===== src/rtl/hetero_pkg.sv =====
// Shared types and constants for the heterogeneous task dispatcher.
package hetero_pkg;

  typedef enum logic {
    CLS_SCALAR = 1'b0,
    CLS_VECTOR = 1'b1
  } task_class_e;

  typedef enum logic {
    S_IDLE  = 1'b0,
    S_OFFER = 1'b1
  } dispatch_state_e;

  localparam logic [1:0] LOAD_IDLE = 2'd0;
  localparam logic [1:0] LOAD_LOW  = 2'd1;
  localparam logic [1:0] LOAD_MID  = 2'd2;
  localparam logic [1:0] LOAD_FULL = 2'd3;

endpackage


===== src/rtl/htd_task_fifo.sv =====
// Synchronous FIFO of {class, payload} entries with show-ahead head and occupancy count.
module htd_task_fifo #(
  parameter int W     = 33,
  parameter int DEPTH = 8,
  localparam int PW   = $clog2(DEPTH),
  localparam int LW   = $clog2(DEPTH + 1)
) (
  input  logic          clk,
  input  logic          rst_n,
  input  logic          push,
  input  logic [W-1:0]  wdata,
  input  logic          pop,
  output logic [W-1:0]  rdata,
  output logic          full,
  output logic          empty,
  output logic [LW-1:0] level
);

  logic [W-1:0]  mem [DEPTH];
  logic [PW-1:0] wr_ptr;
  logic [PW-1:0] rd_ptr;
  logic          do_push;
  logic          do_pop;

  assign full    = (level == LW'(DEPTH));
  assign empty   = (level == '0);
  assign do_push = push && !full;
  assign do_pop  = pop && !empty;
  assign rdata   = mem[rd_ptr];

  // Pointers wrap naturally because DEPTH is a power of two.
  always_ff @(posedge clk or negedge rst_n) begin
    if (!rst_n) begin
      wr_ptr <= '0;
      rd_ptr <= '0;
      level  <= '0;
    end else begin
      if (do_push) wr_ptr <= wr_ptr + PW'(1);
      if (do_pop)  rd_ptr <= rd_ptr + PW'(1);
      case ({do_push, do_pop})
        2'b10:   level <= level + LW'(1);
        2'b01:   level <= level - LW'(1);
        default: level <= level;
      endcase
    end
  end

  always_ff @(posedge clk) begin
    if (do_push) mem[wr_ptr] <= wdata;
  end

endmodule


===== src/rtl/hetero_task_dispatcher.sv =====
// FIFO-buffered task dispatcher: offers the head task to an idle core of matching class, round-robin.
// Optional head-of-line aging (class waiver after AGE_LIMIT blocked cycles) is enabled by HTD_AGING_EN.
module hetero_task_dispatcher
  import hetero_pkg::*;
#(
  parameter int                   NUM_CORES  = 4,
  parameter int                   TASK_W     = 32,
  parameter int                   DEPTH      = 8,
  parameter logic [NUM_CORES-1:0] CORE_CLASS = 4'b1100,
  parameter int                   AGE_LIMIT  = 16,
  localparam int                  LVL_W      = $clog2(DEPTH + 1)
) (
  input  logic                 clk,
  input  logic                 rst_n,
  input  logic                 task_valid,
  output logic                 task_ready,
  input  logic [TASK_W-1:0]    task_data,
  input  logic                 task_class,
  output logic [NUM_CORES-1:0] disp_valid,
  output logic [TASK_W-1:0]    disp_data,
  input  logic [NUM_CORES-1:0] disp_ready,
  input  logic [NUM_CORES-1:0] core_done,
  output logic [NUM_CORES-1:0] core_busy,
  output logic [LVL_W-1:0]     queue_level,
  output logic [1:0]           load_level,
  output dispatch_state_e      fsm_state
);

  localparam int PTR_W = $clog2(NUM_CORES);

  // Handshake: a task moves from producer to FIFO when task_valid && task_ready; an offer
  // completes when disp_valid[sel] && disp_ready[sel]; disp_valid/disp_data never change
  // while an offer is pending.

  if (NUM_CORES < 2 || NUM_CORES > 16 || DEPTH < 2 || (DEPTH & (DEPTH - 1)) != 0 || AGE_LIMIT < 1)
  begin : g_bad_params
    $error("hetero_task_dispatcher: illegal parameter set");
  end

  logic [TASK_W:0]      head_entry;
  logic                 fifo_full;
  logic                 fifo_empty;
  logic                 pop;
  logic                 go;
  logic                 fresh;
  dispatch_state_e      state;
  dispatch_state_e      state_next;
  logic [PTR_W-1:0]     rr_ptr;
  logic [PTR_W-1:0]     sel;
  logic [PTR_W-1:0]     sel_next;
  logic [PTR_W:0]       rr_idx;
  logic [NUM_CORES-1:0] class_match;
  logic [NUM_CORES-1:0] eligible;
  logic [NUM_CORES-1:0] set_mask;
  logic [1:0]           load_next;

  htd_task_fifo #(
    .W     (TASK_W + 1),
    .DEPTH (DEPTH)
  ) u_fifo (
    .clk   (clk),
    .rst_n (rst_n),
    .push  (task_valid),
    .wdata ({task_class, task_data}),
    .pop   (pop),
    .rdata (head_entry),
    .full  (fifo_full),
    .empty (fifo_empty),
    .level (queue_level)
  );

  assign task_ready = !fifo_full;
  assign fsm_state  = state;

  always_comb begin
    class_match = '0;
    for (int i = 0; i < NUM_CORES; i++) begin
      class_match[i] = (CORE_CLASS[i] == head_entry[TASK_W]);
    end
  end

`ifdef HTD_AGING_EN
  localparam int AGE_W = $clog2(AGE_LIMIT + 1);
  logic [AGE_W-1:0] age_cnt;
  logic             aged;

  assign aged     = (age_cnt == AGE_W'(AGE_LIMIT));
  assign eligible = aged ? ~core_busy : (~core_busy & class_match);

  // Counts only while the head is blocked by class alone; saturates at the limit.
  always_ff @(posedge clk or negedge rst_n) begin
    if (!rst_n) begin
      age_cnt <= '0;
    end else if (pop) begin
      age_cnt <= '0;
    end else if (state == S_IDLE && !fifo_empty && !aged &&
                 !(|(~core_busy & class_match)) && |(~core_busy)) begin
      age_cnt <= age_cnt + AGE_W'(1);
    end
  end
`else
  assign eligible = ~core_busy & class_match;
`endif

  // Lowest rotation offset from rr_ptr wins; descending scan lets the last hit be the nearest.
  always_comb begin
    sel_next = rr_ptr;
    rr_idx   = '0;
    for (int k = NUM_CORES - 1; k >= 0; k--) begin
      rr_idx = {1'b0, rr_ptr} + (PTR_W + 1)'(k);
      if (rr_idx >= (PTR_W + 1)'(NUM_CORES)) rr_idx = rr_idx - (PTR_W + 1)'(NUM_CORES);
      if (eligible[rr_idx[PTR_W-1:0]]) sel_next = rr_idx[PTR_W-1:0];
    end
  end

  always_ff @(posedge clk or negedge rst_n) begin
    if (!rst_n) state <= S_IDLE;
    else        state <= state_next;
  end

  always_comb begin
    state_next = state;
    go         = 1'b0;
    pop        = 1'b0;
    set_mask   = '0;
    disp_valid = '0;
    case (state)
      S_IDLE: begin
        // A just-written head gets one settle cycle before it can be offered.
        if (!fifo_empty && !fresh && |eligible) begin
          go         = 1'b1;
          state_next = S_OFFER;
        end
      end
      S_OFFER: begin
        disp_valid[sel] = 1'b1;
        if (disp_ready[sel]) begin
          pop           = 1'b1;
          set_mask[sel] = 1'b1;
          state_next    = S_IDLE;
        end
      end
      default: state_next = S_IDLE;
    endcase
  end

  always_comb begin
    load_next = LOAD_IDLE;
    if (fifo_full)                                     load_next = LOAD_FULL;
    else if (queue_level >= LVL_W'(DEPTH / 2))         load_next = LOAD_MID;
    else if (queue_level != '0 || |core_busy)          load_next = LOAD_LOW;
  end

  always_ff @(posedge clk or negedge rst_n) begin
    if (!rst_n) begin
      sel        <= '0;
      rr_ptr     <= '0;
      disp_data  <= '0;
      core_busy  <= '0;
      fresh      <= 1'b0;
      load_level <= LOAD_IDLE;
    end else begin
      fresh <= task_valid && task_ready && fifo_empty;
      if (go) begin
        sel       <= sel_next;
        disp_data <= head_entry[TASK_W-1:0];
      end
      if (pop) rr_ptr <= (sel == PTR_W'(NUM_CORES - 1)) ? '0 : sel + PTR_W'(1);
      core_busy  <= (core_busy & ~core_done) | set_mask;
      load_level <= load_next;
    end
  end

endmodule


===== config.mk =====
export PLATFORM = sky130hd
export DESIGN_NAME = hetero_task_dispatcher
export DESIGN_NICKNAME = d
export VERILOG_FILES = /design/src/rtl/hetero_pkg.sv /design/src/rtl/htd_task_fifo.sv /design/src/rtl/hetero_task_dispatcher.sv
export SDC_FILE = /design/constraint.sdc
export NUM_CORES = 1
export LEC_CHECK = 0
export CAP_MARGIN = 5
export CORE_UTILIZATION = 40
export CTS_CLUSTER_DIAMETER = 150
export DETAILED_ROUTE_END_ITERATION = 16
export GPL_TIMING_DRIVEN = 0
export MAX_ROUTING_LAYER = met4
export PLACE_DENSITY = 0.59
export REMOVE_ABC_BUFFERS = 1
export SLEW_MARGIN = 20
export SYNTH_ARGS = -nofsm -noshare
export SYNTH_HDL_FRONTEND = slang
export SYNTH_SLANG_ARGS = --single-unit

===== constraint.sdc =====
create_clock -name clk -period 5.3 [get_ports clk]
set_input_delay 1.06 -clock clk [delete_from_list [all_inputs] [get_ports clk]]
set_output_delay 1.06 -clock clk [all_outputs]
set_load 0.01 [all_outputs]

==> impl_summary.txt <==
----------------------------------------------------
[Status]
  Status ... finished, final reports clean

[STA]
  Highest Clock Rate ... between 200 and 300 MHz
  Hold slack final ... 0.376 ns
  Crit path setup slack, layout ... approximately 1.9 ns
  Final Skew ... 0.00593 ns
  Final Hold Fails ... 0
  Slew Limit Headroom ... a little under half
  Finish-stage setup viols ... 0
  Tightest Pin Transition ... between 0.7 and 0.8 ns
  Fin crit period ... about 3.4 ns
  Setup TNS Final ... 0 ns
  Unrepaired setup endpoints after global routing ... false
  Final Max Tran Viols ... 0
  Final worst path period share ... around 64%

[Clock network]
  Post-CTS setup buffer count ... 0
  Buffers from clock root to sink, at most ... 3
  Clock tree from TritonCTS ... done
  Clock root buffer ... clkbuf_16
  Number of gates resized after CTS ... 0
  Hold buffer count at cts ... 0
  Count of H-tree levels built during CTS ... 1
  Number of clock sinks ... ~320
  Clock latency on the worst-skew pair ... between 0.5 and 0.6 ns
  Num CTS Buffers ... 31
  Clock slew at reported path FFs ... approximately 0.06 ns

[Cells and area]
  Post-route core utilization ... approximately 50%
  Count of nets after finishing ... 762
  ANT cells ... 0
  Share of cells above drive strength 1 ... between 20% and 30%
  Area growth, synth to finish ... 23.4%

[Floorplan]
  Die W ... about 180 um
  Starting Density ... 40.6%
  Number of placement rows ... between 60 and 70
  Die Footprint ... between 0.03 and 0.04 mm^2
  Area inside the core boundary ... between 0.03 and 0.04 mm^2
  Chip height ... 178 um
  Num ports ... around 90

[Logic synthesis]
  Synthesized-area fraction occupied by and/or/nand/nor cells ... between 2 and 2.5%
  Syn_area_per_cell ... around 22 um^2
  Synth Register Bits ... between 300 and 400
  Sequential-to-total area share from yosys stat ... roughly three quarters
  Number of warnings reported in the yosys synthesis log ... 0
  Area fraction in compound gates after synthesis ... less than 1%
  Multiplexer share of the synthesized area ... between 10% and 20%
  Adder-cell share of the synthesized area ... less than 1%
  Parity-gate share of the synthesized area counting xor and xnor cells ... less than 1%
  Synthesized cell area ... 0.0124 mm^2
  Main combinational cell family by area after synthesis ... multiplexers
  Post-Syn Instances ... 570
  Synth unique cells ... 43

[Critical path]
  Type of the setup path with the least slack ... flip-flop to primary output
  Startpoint type of the worst setup path ... flip-flop
  Worst path max stage delay ... roughly 0.8 ns
  Crit-path slowest cell ... or4b_2
  Endpoint type of the worst setup path ... primary output
  Ordered cell list for the critical path ... or4b_2 -> clkdlybuf4s50_1
  Required time of the critical path ... 4.24 ns
  Critical-path maximum fanout ... 9
  CP arrival ... around 2.4 ns

[Place]
  PortBufs ... 91
  Detailed placer's ending HPWL ... about 16000 um
  Final Wtd Congestion ... 0.708
  Placement-stage worst setup slack ... 1.62 ns

[Detailed routing]
  Drc violations ... 0
  Vias ... around 5900
  Ratio of routed vias to standard cells ... between 5 and 6
  Routed length per instance ... between 20 and 25 um
  Routed WL ... approximately 25000 um
  Antenna viol nets, final ... 0
  Detailed router's first-iteration violation count ... ~430
  Detailed-router iteration count before antenna repair ... 4

[GRT]
  Maximum number of pins on one net before global-route repair ... 48
  Global-route congestion overflow total ... 0
  Initial antenna violation count ... 0
  Total routing resource utilization after global routing ... between 10% and 20%
  Vias in the first global route ... around 6300
  Wire length of the first global-routing pass ... 37500 um

[Pwr]
  Total design power ... about 8.8 mW
  Peak VDD IR ... ~330 uV
  Pwr dens ... just under 600 mW/mm^2
  Reported leakage power ... 5.21 nW

[Job]
  Max-cap violations ... 0

[Hold path]
  Classification of the worst-slack hold path ... primary input to asynchronous set/reset pin

----------------------------------------------------
## cells by family (layout without fill, tap and decap cells)
| logic type | after synthesis | in the layout |
|---|---|---|
| flip-flops | 318 | 318 |
| multiplexers | 139 | 139 |
| AND/OR/NAND/NOR | 46 | 46 |
| buffers and inverters | 34 | 198 |
| AO/OA/AOI/OAI | 15 | 15 |
| adder cells (fa/ha/maj) | 9 | 9 |
| XOR/XNOR | 9 | 9 |
## worst max-delay path: cells and delay by family, from the launching register on
family / cells / cell delay, ns
buf+inv: 1 / 0.52
flops: 1 / 0.48
simple gates: 1 / 0.80
## area by class of cell
| type | instances | area, um^2 |
|---|---|---|
| Sequential cell | 318 | 9290 |
| Inverter | 10 | 37.5 |
| Clock buffer | 45 | 858 |
| Fill cell | 2404 | 15200 |
| Tap cell | 396 | 495 |
| Clock inverter | 13 | 224 |
| Multi-Input combinational cell | 218 | 2930 |
| Timing Repair Buffer | 130 | 1440 |
## cells in the mapped netlist, drive strengths merged
cell / count / area share [%]
ha: 9 / 0.91
nand2: 11 / 0.35
nand3b: 2 / 0.12
nand3: 3 / 0.12
nor3b: 1 / 0.061
mux2: 69 / 6.3
buf: 15 / 1.2
nor4: 3 / 0.20
and2: 4 / 0.20
xnor2: 5 / 0.35
clkbuf: 9 / 0.27
inv: 10 / 0.30
nand2b: 2 / 0.10
or4: 1 / 0.061
nor3: 6 / 0.24
mux2i: 5 / 0.51
edfxtp: 264 / 64
a221oi: 1 / 0.071
or2: 1 / 0.051
o22ai: 2 / 0.10
nor2b: 1 / 0.051
a21oi: 3 / 0.18
xor2: 4 / 0.28
or3: 1 / 0.051
a2bb2oi: 1 / 0.071
o211ai: 1 / 0.061
o21ai: 5 / 0.20
dfrtp: 54 / 11
or4b: 1 / 0.081
nor2: 7 / 0.21
nand4: 1 / 0.051
o31ai: 2 / 0.12
and3: 1 / 0.051
mux4: 65 / 12
## registers in the layout, indices dropped and copies added (netlist names)
signal and count:
fresh 1, core_busy 4, u_fifo.wr_ptr 3, rr_ptr 2
disp_data 32, fsm_state 1, u_fifo.level 4, load_level 2
u_fifo.mem 264, u_fifo.rd_ptr 3, sel 2
## metrics by stage
step | instance area, um^2 | instances
floorplan | 12200 | 546
global placement | 13600 | 1033
detailed placement | 14200 | 1072
CTS | 15300 | 1130
global route | 15300 | 1130
finish | 15300 | 1130
## path summary, 6_finish.rpt
check / startpoint / end / slack [ns] / cells past startpoint
hold / removal: rst_n / disp_data[22] / 0.38 / 1
min in group clk: disp_data[25] / disp_data[25] / 0.49 / 1
hold reg to reg: disp_data[25] / disp_data[25] / 0.49 / 1
max in group asynchronous: rst_n / u_fifo.rd_ptr[1] / 4.39 / 2
setup / recovery: u_fifo.level[1] / task_ready / 1.89 / 2
setup reg to reg: u_fifo.rd_ptr[1] / disp_data[27] / 2.23 / 8
## per-layer routing
layer | global-route usage (%) | share of wire (%)
met3 | 2.59 | 5.1
met4 | 3.38 | 1.7
met2 | 25.9 | 48
met1 | 23.1 | 45
met5 | - | 0
## where the power goes
group	internal [mW]	switching [mW]
Sequential	3.26	0.383
Combinational	1.66	1.24
Clock	1.41	0.879
Total	6.33	2.50
## layout by cell type (no fill, tap or decap), types with 10 or more instances in the layout
cell type          n
mux4_1            11
buf_6             11
clkbuf_1          11
inv_1             10
buf_4             11
buf_16            10
mux4_2            54
mux2_2            60
edfxtp_1         264
clkbuf_16         31
clkdlybuf4s50_1   90
nand2_1           10
dfrtp_1           51
Note: power is estimated with default switching activity, not from simulation.
